File: src/rtl/synth_pkg.sv
// rtl/synth_pkg.sv - shared types and constants for the tuning word controller
//
// Purpose: controller state encoding and config mode constants.
// Ports:   none (package).
package synth_pkg;

  typedef enum logic [1:0] {
    IDLE  = 2'd0,
    FIXED = 2'd1,
    SWEEP = 2'd2,
    HOLD  = 2'd3
  } tw_state_e;

  localparam logic MODE_FIXED = 1'b0;
  localparam logic MODE_SWEEP = 1'b1;

endpackage

File: src/rtl/tuning_word_ctrl_adder.sv
// rtl/tuning_word_ctrl_adder.sv - combinational unsigned adder
//
// Purpose: plain W-bit unsigned adder; callers widen operands to keep the carry.
// Ports:   a_i, b_i - operands (W bits)
//          sum_o    - a_i + b_i (W bits, modulo 2**W)
module tuning_word_ctrl_adder #(
  parameter int W = 9
) (
  input  logic [W-1:0] a_i,
  input  logic [W-1:0] b_i,
  output logic [W-1:0] sum_o
);

  assign sum_o = a_i + b_i;

endmodule

File: src/rtl/tuning_word_ctrl.sv
// rtl/tuning_word_ctrl.sv - tuning word generator with shadowed config and saturating sweep
//
// Purpose: holds one pending config in a shadow buffer and applies it on a
//          sample tick; produces either a fixed tuning word or an upward sweep
//          that saturates at the stop word.
// Ports:   clk, rst_n          - clock, async active-low reset
//          enable, sample_en   - tick = sample_en && enable
//          cfg_valid/cfg_ready - config handshake (cfg_ready = shadow empty)
//          cfg_mode, cfg_start, cfg_stop, cfg_step - config payload
//          tw_out, tw_valid    - applied tuning word and its qualifier
//          sweep_done          - one-cycle pulse when a sweep saturates
module tuning_word_ctrl
  import synth_pkg::*;
#(
  parameter int DATA_WIDTH = 8
) (
  input  logic                  clk,
  input  logic                  rst_n,
  input  logic                  enable,
  input  logic                  sample_en,
  input  logic                  cfg_valid,
  output logic                  cfg_ready,
  input  logic                  cfg_mode,
  input  logic [DATA_WIDTH-1:0] cfg_start,
  input  logic [DATA_WIDTH-1:0] cfg_stop,
  input  logic [DATA_WIDTH-1:0] cfg_step,
  output logic [DATA_WIDTH-1:0] tw_out,
  output logic                  tw_valid,
  output logic                  sweep_done
);

  tw_state_e             state_q, state_d;
  logic [DATA_WIDTH-1:0] tw_q, tw_d;
  logic                  tw_valid_q, tw_valid_d;
  logic                  done_q, done_d;
  logic [DATA_WIDTH-1:0] stop_q, stop_d;
  logic [DATA_WIDTH-1:0] step_q, step_d;

  logic                  sh_vld_q, sh_vld_d;
  logic                  sh_mode_q, sh_mode_d;
  logic [DATA_WIDTH-1:0] sh_start_q, sh_start_d;
  logic [DATA_WIDTH-1:0] sh_stop_q, sh_stop_d;
  logic [DATA_WIDTH-1:0] sh_step_q, sh_step_d;

  logic                  accept;
  logic                  tick;
  logic [DATA_WIDTH:0]   sum;

  assign accept = cfg_valid && !sh_vld_q;
  assign tick   = sample_en && enable;

  // One extra bit keeps the carry so an overshoot past the top of the range
  // is seen as >= stop instead of wrapping to a small word.
  tuning_word_ctrl_adder #(
    .W (DATA_WIDTH + 1)
  ) u_adder (
    .a_i   ({1'b0, tw_q}),
    .b_i   ({1'b0, step_q}),
    .sum_o (sum)
  );

  always_ff @(posedge clk or negedge rst_n) begin
    if (!rst_n) begin
      state_q    <= IDLE;
      tw_q       <= '0;
      tw_valid_q <= 1'b0;
      done_q     <= 1'b0;
      stop_q     <= '0;
      step_q     <= '0;
      sh_vld_q   <= 1'b0;
      sh_mode_q  <= MODE_FIXED;
      sh_start_q <= '0;
      sh_stop_q  <= '0;
      sh_step_q  <= '0;
    end else begin
      state_q    <= state_d;
      tw_q       <= tw_d;
      tw_valid_q <= tw_valid_d;
      done_q     <= done_d;
      stop_q     <= stop_d;
      step_q     <= step_d;
      sh_vld_q   <= sh_vld_d;
      sh_mode_q  <= sh_mode_d;
      sh_start_q <= sh_start_d;
      sh_stop_q  <= sh_stop_d;
      sh_step_q  <= sh_step_d;
    end
  end

  always_comb begin
    state_d    = state_q;
    tw_d       = tw_q;
    tw_valid_d = tw_valid_q;
    done_d     = 1'b0;
    stop_d     = stop_q;
    step_d     = step_q;
    sh_vld_d   = sh_vld_q;
    sh_mode_d  = sh_mode_q;
    sh_start_d = sh_start_q;
    sh_stop_d  = sh_stop_q;
    sh_step_d  = sh_step_q;

    // Acceptance only happens into an empty shadow, so a config taken on a
    // tick edge is never the one applied on that same edge.
    if (accept) begin
      sh_vld_d   = 1'b1;
      sh_mode_d  = cfg_mode;
      sh_start_d = cfg_start;
      sh_stop_d  = cfg_stop;
      sh_step_d  = cfg_step;
    end

    if (tick) begin
      if (sh_vld_q) begin
        // A pending config wins over sweep progress from any state.
        sh_vld_d   = 1'b0;
        tw_valid_d = 1'b1;
        stop_d     = sh_stop_q;
        step_d     = sh_step_q;
        if (sh_mode_q == MODE_FIXED || sh_step_q == '0) begin
          state_d = FIXED;
          tw_d    = sh_start_q;
        end else if (sh_start_q >= sh_stop_q) begin
          state_d = HOLD;
          tw_d    = sh_stop_q;
          done_d  = 1'b1;
        end else begin
          state_d = SWEEP;
          tw_d    = sh_start_q;
        end
      end else begin
        unique case (state_q)
          SWEEP: begin
            if (sum >= {1'b0, stop_q}) begin
              state_d = HOLD;
              tw_d    = stop_q;
              done_d  = 1'b1;
            end else begin
              tw_d = sum[DATA_WIDTH-1:0];
            end
          end
          IDLE, FIXED, HOLD: begin
            state_d = state_q;
          end
          default: begin
            state_d = IDLE;
          end
        endcase
      end
    end
  end

  assign cfg_ready  = ~sh_vld_q;
  assign tw_out     = tw_q;
  assign tw_valid   = tw_valid_q;
  assign sweep_done = done_q;

endmodule
File: config.mk
export PLATFORM = sky130hd
export DESIGN_NAME = tuning_word_ctrl
export DESIGN_NICKNAME = d
export VERILOG_FILES = /design/src/rtl/synth_pkg.sv /design/src/rtl/tuning_word_ctrl_adder.sv /design/src/rtl/tuning_word_ctrl.sv
export SDC_FILE = /design/constraint.sdc
export NUM_CORES = 1
export LEC_CHECK = 0
export BUFFER_PORTS_ARGS = -buffer_cell sky130_fd_sc_hd__buf_2
export CORE_MARGIN = 4
export CORE_UTILIZATION = 54
export DETAILED_ROUTE_END_ITERATION = 8
export PLACE_DENSITY = 0.79
export REMOVE_ABC_BUFFERS = 1
export SYNTH_ARGS = -nofsm -noshare
export SYNTH_HDL_FRONTEND = slang
export SYNTH_SLANG_ARGS = --single-unit
File: constraint.sdc
create_clock -name clk -period 3.9 [get_ports clk]
set_input_delay 0.78 -clock clk [delete_from_list [all_inputs] [get_ports clk]]
set_output_delay 0.78 -clock clk [all_outputs]
set_load 0.01 [all_outputs]
# == Word-level counts from Yosys, hierarchy flattened ==
# Cells that the tools add are included.
# word_totals
out_inout_bits,11
word_cells,51
input_bits,30
regBits,54
# classes
n_lt_le_gt_ge,2
n_mux,19
eq_ne,5
bitwise_logic,2
n_reduce_logical,11
add_sub_neg,1
# ops
cell,count
two-way mux 8 bit,5
two-way mux 1 bit,10
adder 8 x 8 -> 9 bit,1
greater-or-equal comparator 9 x 8 -> 1 bit,1
greater-or-equal comparator 8 bit,1
logical NOT 8 bit,1
two-way mux 2 bit,4
"== test 2 bit, second input constant",2
AND reduction 2 bit,2
"inequality test 3 bit, second input constant",1
AND reduction 3 bit,1
OR reduction 3 bit,1
"== test 2 x 1 -> 1 bit, second input constant",1
logical AND 1 bit,2
logical NOT 2 bit,1
"inequality test 2 bit, second input constant",1
NOT 1 bit,2
nonzero test 2 bit,1
logical NOT 1 bit,1
logical OR 1 bit,1

# == Depth between registers and ports, before layout ==
# depth
depth_word,6
mapped_depth,14
mapped_depth_nobuf,13

# == By module ==
# From an unflattened synthesis, not the netlist that was laid out.
# hier_totals
cells_unflattened,298
hier_area_um2,3160.5
# modules_own_cells
mod,n_inst,cells_each,seq_area_each_um2,area_each_um2
tuning_word_ctrl,1,257,1351.3,2815.2
tuning_word_ctrl_adder,1,41,0.0,345.3

# == Least setup slack after synthesis ==
# Ideal clock, no wire load.
# synth_timing
path_kind,register to register
from,"reg tw_q[0], in the netlist tw_out[0]"
to,"reg tw_q[7], in the netlist tw_out[7]"
arrival_time_ns,2.923
setup_slack_ns,0.853
path_buffers,0
synth_period_minus_slack_ns,3.047
t_required_ns,3.776
setup_time_ns,0.124
stages_incl_launch_ff,14
path_cell_list,dfrtp_1 > ha_1 > fa_1 > a211oi_1 > o21ai_1 > nand2_1 > xnor2_1 > ha_1 > a21oi_1 > o221ai_1 > a21oi_1 > nand2_1 > o311a_1 > o31a_1
# synth_between
elab_chain_cells,5
# synth_rtl
item,line_no,text
from (decl),tuning_word_ctrl.sv:33,"logic [DATA_WIDTH-1:0] tw_q, tw_d;"
from (signal assigned),tuning_word_ctrl.sv:77,tw_q <= tw_d;
adder 8 x 8 -> 9 bit *,tuning_word_ctrl_adder.sv:14,assign sum_o = a_i + b_i;
greater-or-equal comparator 9 x 8 -> 1 bit,tuning_word_ctrl.sv:134,"if (sum >= {1'b0, stop_q}) begin"
two-way mux 8 bit *,tuning_word_ctrl.sv:134,
two-way mux 8 bit *,tuning_word_ctrl.sv:132,unique case (state_q)
two-way mux 8 bit *,tuning_word_ctrl.sv:114,if (sh_vld_q) begin
# Mark *: on every way between the ends. The rest lies on a longest branch, timed or not. The select of a mux whose other input is x is not followed.
# A chain may end at the register's enable or synchronous reset.

# == Worst setup path after layout ==
# layout_timing
from,"reg tw_q[1], in the netlist tw_out[1]"
to,"reg tw_q[7], in the netlist tw_out[7]"
# The elaborated chain is that of the path after synthesis.

==> summary.md <==
| Metric | Value |
|---|---|
| Reg2reg start | `tw_out[1]` |
| Leak pwr | `1.578 nW` |
| Minimum clock period | `3.396 ns` |
| Final Hold Vio Count | `0` |
| Hpwl dp | `4.941 mm` |
| CTS H-tree depth | `2` |
| TritonCTS Buffers | `5` |
| Post-synthesis async set-or-reset flop share | `100.0%` |
| Final Skew | `0.007814 ns` |
| Die extent in y | `82.93 um` |
| Clock buffer depth | `2` |
| Via count | `2,283` |
| Final setup vio count | `0` |
| Commonest cells after routing, fill and taps aside | `dfrtp_1 (54), buf_2 (40), nand2_1 (34), mux2_2 (26), ha_1 (24)` |
| HP Class | `register to register` |
| DIE WIDTH | `82.93 um` |
| NetSw | `1.308 mW` |
| Ys flop type | `dfrtp_1` |
| WS Path Type | `register to register` |
| Hold_sp | `tw_valid` |
| Critical Path Source | `tw_out[1]` |
| Vias in the first global route | `2,311` |
| Clk slew on worst S/H paths | `0.10 ns` |
| Final Cycle Share | `87.08%` |
| Internal power | `1.667 mW` |
| Sw Share | `43.95%` |
| Max IR drop VDD | `0.4611 mV` |
| Post-DR vias/cell | `5.708` |
| Io pins | `41` |
| Drc violations | `0` |
| Netlist cell types | `45` |
| Nets | `383` |
| Worst-margin pin slew | `0.9759 ns` |
| Area Overhead vs Synth | `12.67%` |
| Yosys reg bits | `54` |
| Kind of start point of the critical path | `register` |
| Number of flops mapped to enable cells by yosys | `0` |
| Routability cong. | `0.9505` |
| Antenna diodes | `0` |
| Post-CTS Setup Bufs | `0` |
| Post-DRT Antenna Nets | `0` |
| Max_slew headroom | `34.70%` |
| Maximum number of pins on one net before global-route repair | `37` |
| Synthesis Warnings | `0` |
| Commonest non-fill, non-tap cell in the layout | `dfrtp_1` |
| Clk sinks | `54` |
| Sequential share of power | `30.2%` |
| Mean routed wirelength per cell | `16.61 um` |
| DRT Wirelength | `6.642 mm` |
| Drt pass-1 iters | `4` |
| CP endpoint kind | `register` |
| Tot GR Track Use | `20.67%` |
| Status | `finished clean` |
| Cells after Synth | `289` |
| Resize count post-CTS | `0` |
| CP Max Fanout | `8` |
| Aggregate negative setup slack | `0 ns` |
| Comb pwr share | `57.4%` |
| Initial DRC count | `137` |
| Seq/Total Area, Yosys | `44.57%` |
| RSZ-0062 raised after global routing | `no` |
| Layout cells sized above 1 | `28.35%` |
| Post-route non-filler standard cell count | `400` |
| Worst path arrival time | `3.60 ns` |
| Max-slew violation count | `0` |
| Clock latency on the worst-skew pair | `0.31 ns` |
| Root Buffer | `clkbuf_8` |
| Row count | `27` |
| Crit path required time | `4.11 ns` |
| CTS tree | `built` |
| Cell Area, Synth | `3032 sq um` |
| CTS Hold Buffers Added | `0` |
| Achievable Freq | `294.5 MHz` |
| First-pass GRT wire length | `11.52 mm` |
| Max_cap viols | `0` |
| Clock share of power | `12.4%` |
| CORE AREA | `5473 sq um` |
| Pwr dens | `871.0 nW/um^2` |
| Starting Density | `55.40%` |
| Die ar. | `6877 sq um` |
| Synth Area per Inst | `10.49 sq um` |
| Buffers on Ports | `40` |
| Placed Cells incl. Taps | `393` |
| Gr ovfl total | `0` |
| Initial antenna violation count | `0` |
-- cell families after synthesis --
| logic type | after synthesis | share of synthesized area, % |
|---|---|---|
| AOI/OAI and AO/OA | 67 | 15.39 |
| xor gates and xnor gates | 5 | 1.445 |
| adders and majority gates | 25 | 10.57 |
| buffers and inverters | 32 | 4.003 |
| DFF | 54 | 44.57 |
| muxes | 31 | 11.80 |
| and+or+nand+nor | 75 | 12.22 |
-- worst paths after layout --
check / end / cells past startpoint / slack, ns
setup / recovery: tw_out[7] / 13 / 0.50
min in group asynchronous: sh_start_q[1] / 1 / 0.57
max in group asynchronous: step_q[0] / 2 / 2.55
hold reg to reg: tw_valid / 1 / 0.47
setup reg to reg: tw_out[7] / 13 / 0.50
hold / removal: tw_valid / 1 / 0.47
-- worst max-delay path, cell delays in order (launching register included) --
cell,delay [ns]
dfrtp_1,0.44
ha_1,0.31
a21o_1,0.18
a41oi_1,0.23
and3_1,0.22
nor3_1,0.06
or2_2,0.28
ha_1,0.18
a211oi_1,0.21
o221ai_1,0.16
a21oi_1,0.19
nand2_1,0.26
o311a_1,0.36
o31a_1,0.23
-- state kept, by name, indices dropped and copies added, names as in the netlist, 2 cells and up --
name,cells
sh_stop_q,8
sh_start_q,8
tw_out,8
sh_step_q,8
stop_q,8
state_q,2
step_q,8
-- final cells by class --
class,count,area [sq um]
well taps,72,90.09
clock inverters,2,38.79
fillers,471,2057
clock buffers,5,68.82
inverters,20,75.07
multi-input cells,203,1562
repair buffers,44,230.2
flip-flops and latches,54,1351
-- through the flow --
stage	hold WS [ns]	total power, mW	setup slack (ns)	util [%]	instance area [sq um]
global route	0.5112	3.244	0.3155	62.41	3416
detailed placement	0.4506	2.586	0.5262	60.45	3308
CTS	0.4734	2.963	0.5383	62.41	3416
finish	0.4686	2.975	0.5040	62.41	3416
global placement	0.4490	2.521	0.6582	60.45	3308
floorplan	0.4498	2.082	0.4281	-	2985
-- routing by layer --
| metal | share of wire [%] | vias up | GRT usage, % |
|---|---|---|---|
| met3 | 4.1 | 11 | 3.671 |
| met4 | 2.5 | 0 | 9.064 |
| met1 | 47 | 1094 | 28.26 |
| met2 | 47 | 53 | 32.22 |
| li1 | - | 1125 | - |
| met5 | 0 | - | 0 |
-- power groups by stage --
stage               clock, mW  sequential (mW)  combinational (mW)
floorplan                   0            0.876                1.21
global placement            0            0.899                1.62
detailed placement          0            0.909                1.68
CTS                     0.376            0.898                1.69
global route            0.402            0.925                1.92
finish                  0.369            0.898                1.71
-- cells in the mapped netlist (2+ instances only) --
library cell  instances  share of area, %
dfrtp_1              54                45
nand2_1              34               4.2
mux2_2               26               9.7
ha_1                 24               9.9
inv_1                20               2.5
o21ai_0              20               3.3
a21oi_1              14               2.3
nor2_1               12               1.5
clkbuf_1             10               1.2
nand3_1               8               1.3
a21o_1                6               1.5
a41oi_1               4               1.2
nand4_1               4              0.83
o211ai_1              4              0.99
a211oi_1              3              0.74
a41oi_2               3               1.6
and3_1                3              0.62
mux2_4                3               1.5
or2_2                 3              0.62
xnor2_1               3              0.87
mux2i_1               2              0.66
nand2b_1              2              0.41
nor2b_1               2              0.41
o21a_1                2              0.50
o221ai_1              2              0.58
xor2_1                2              0.58
Note: power is estimated with default switching activity, not from simulation.
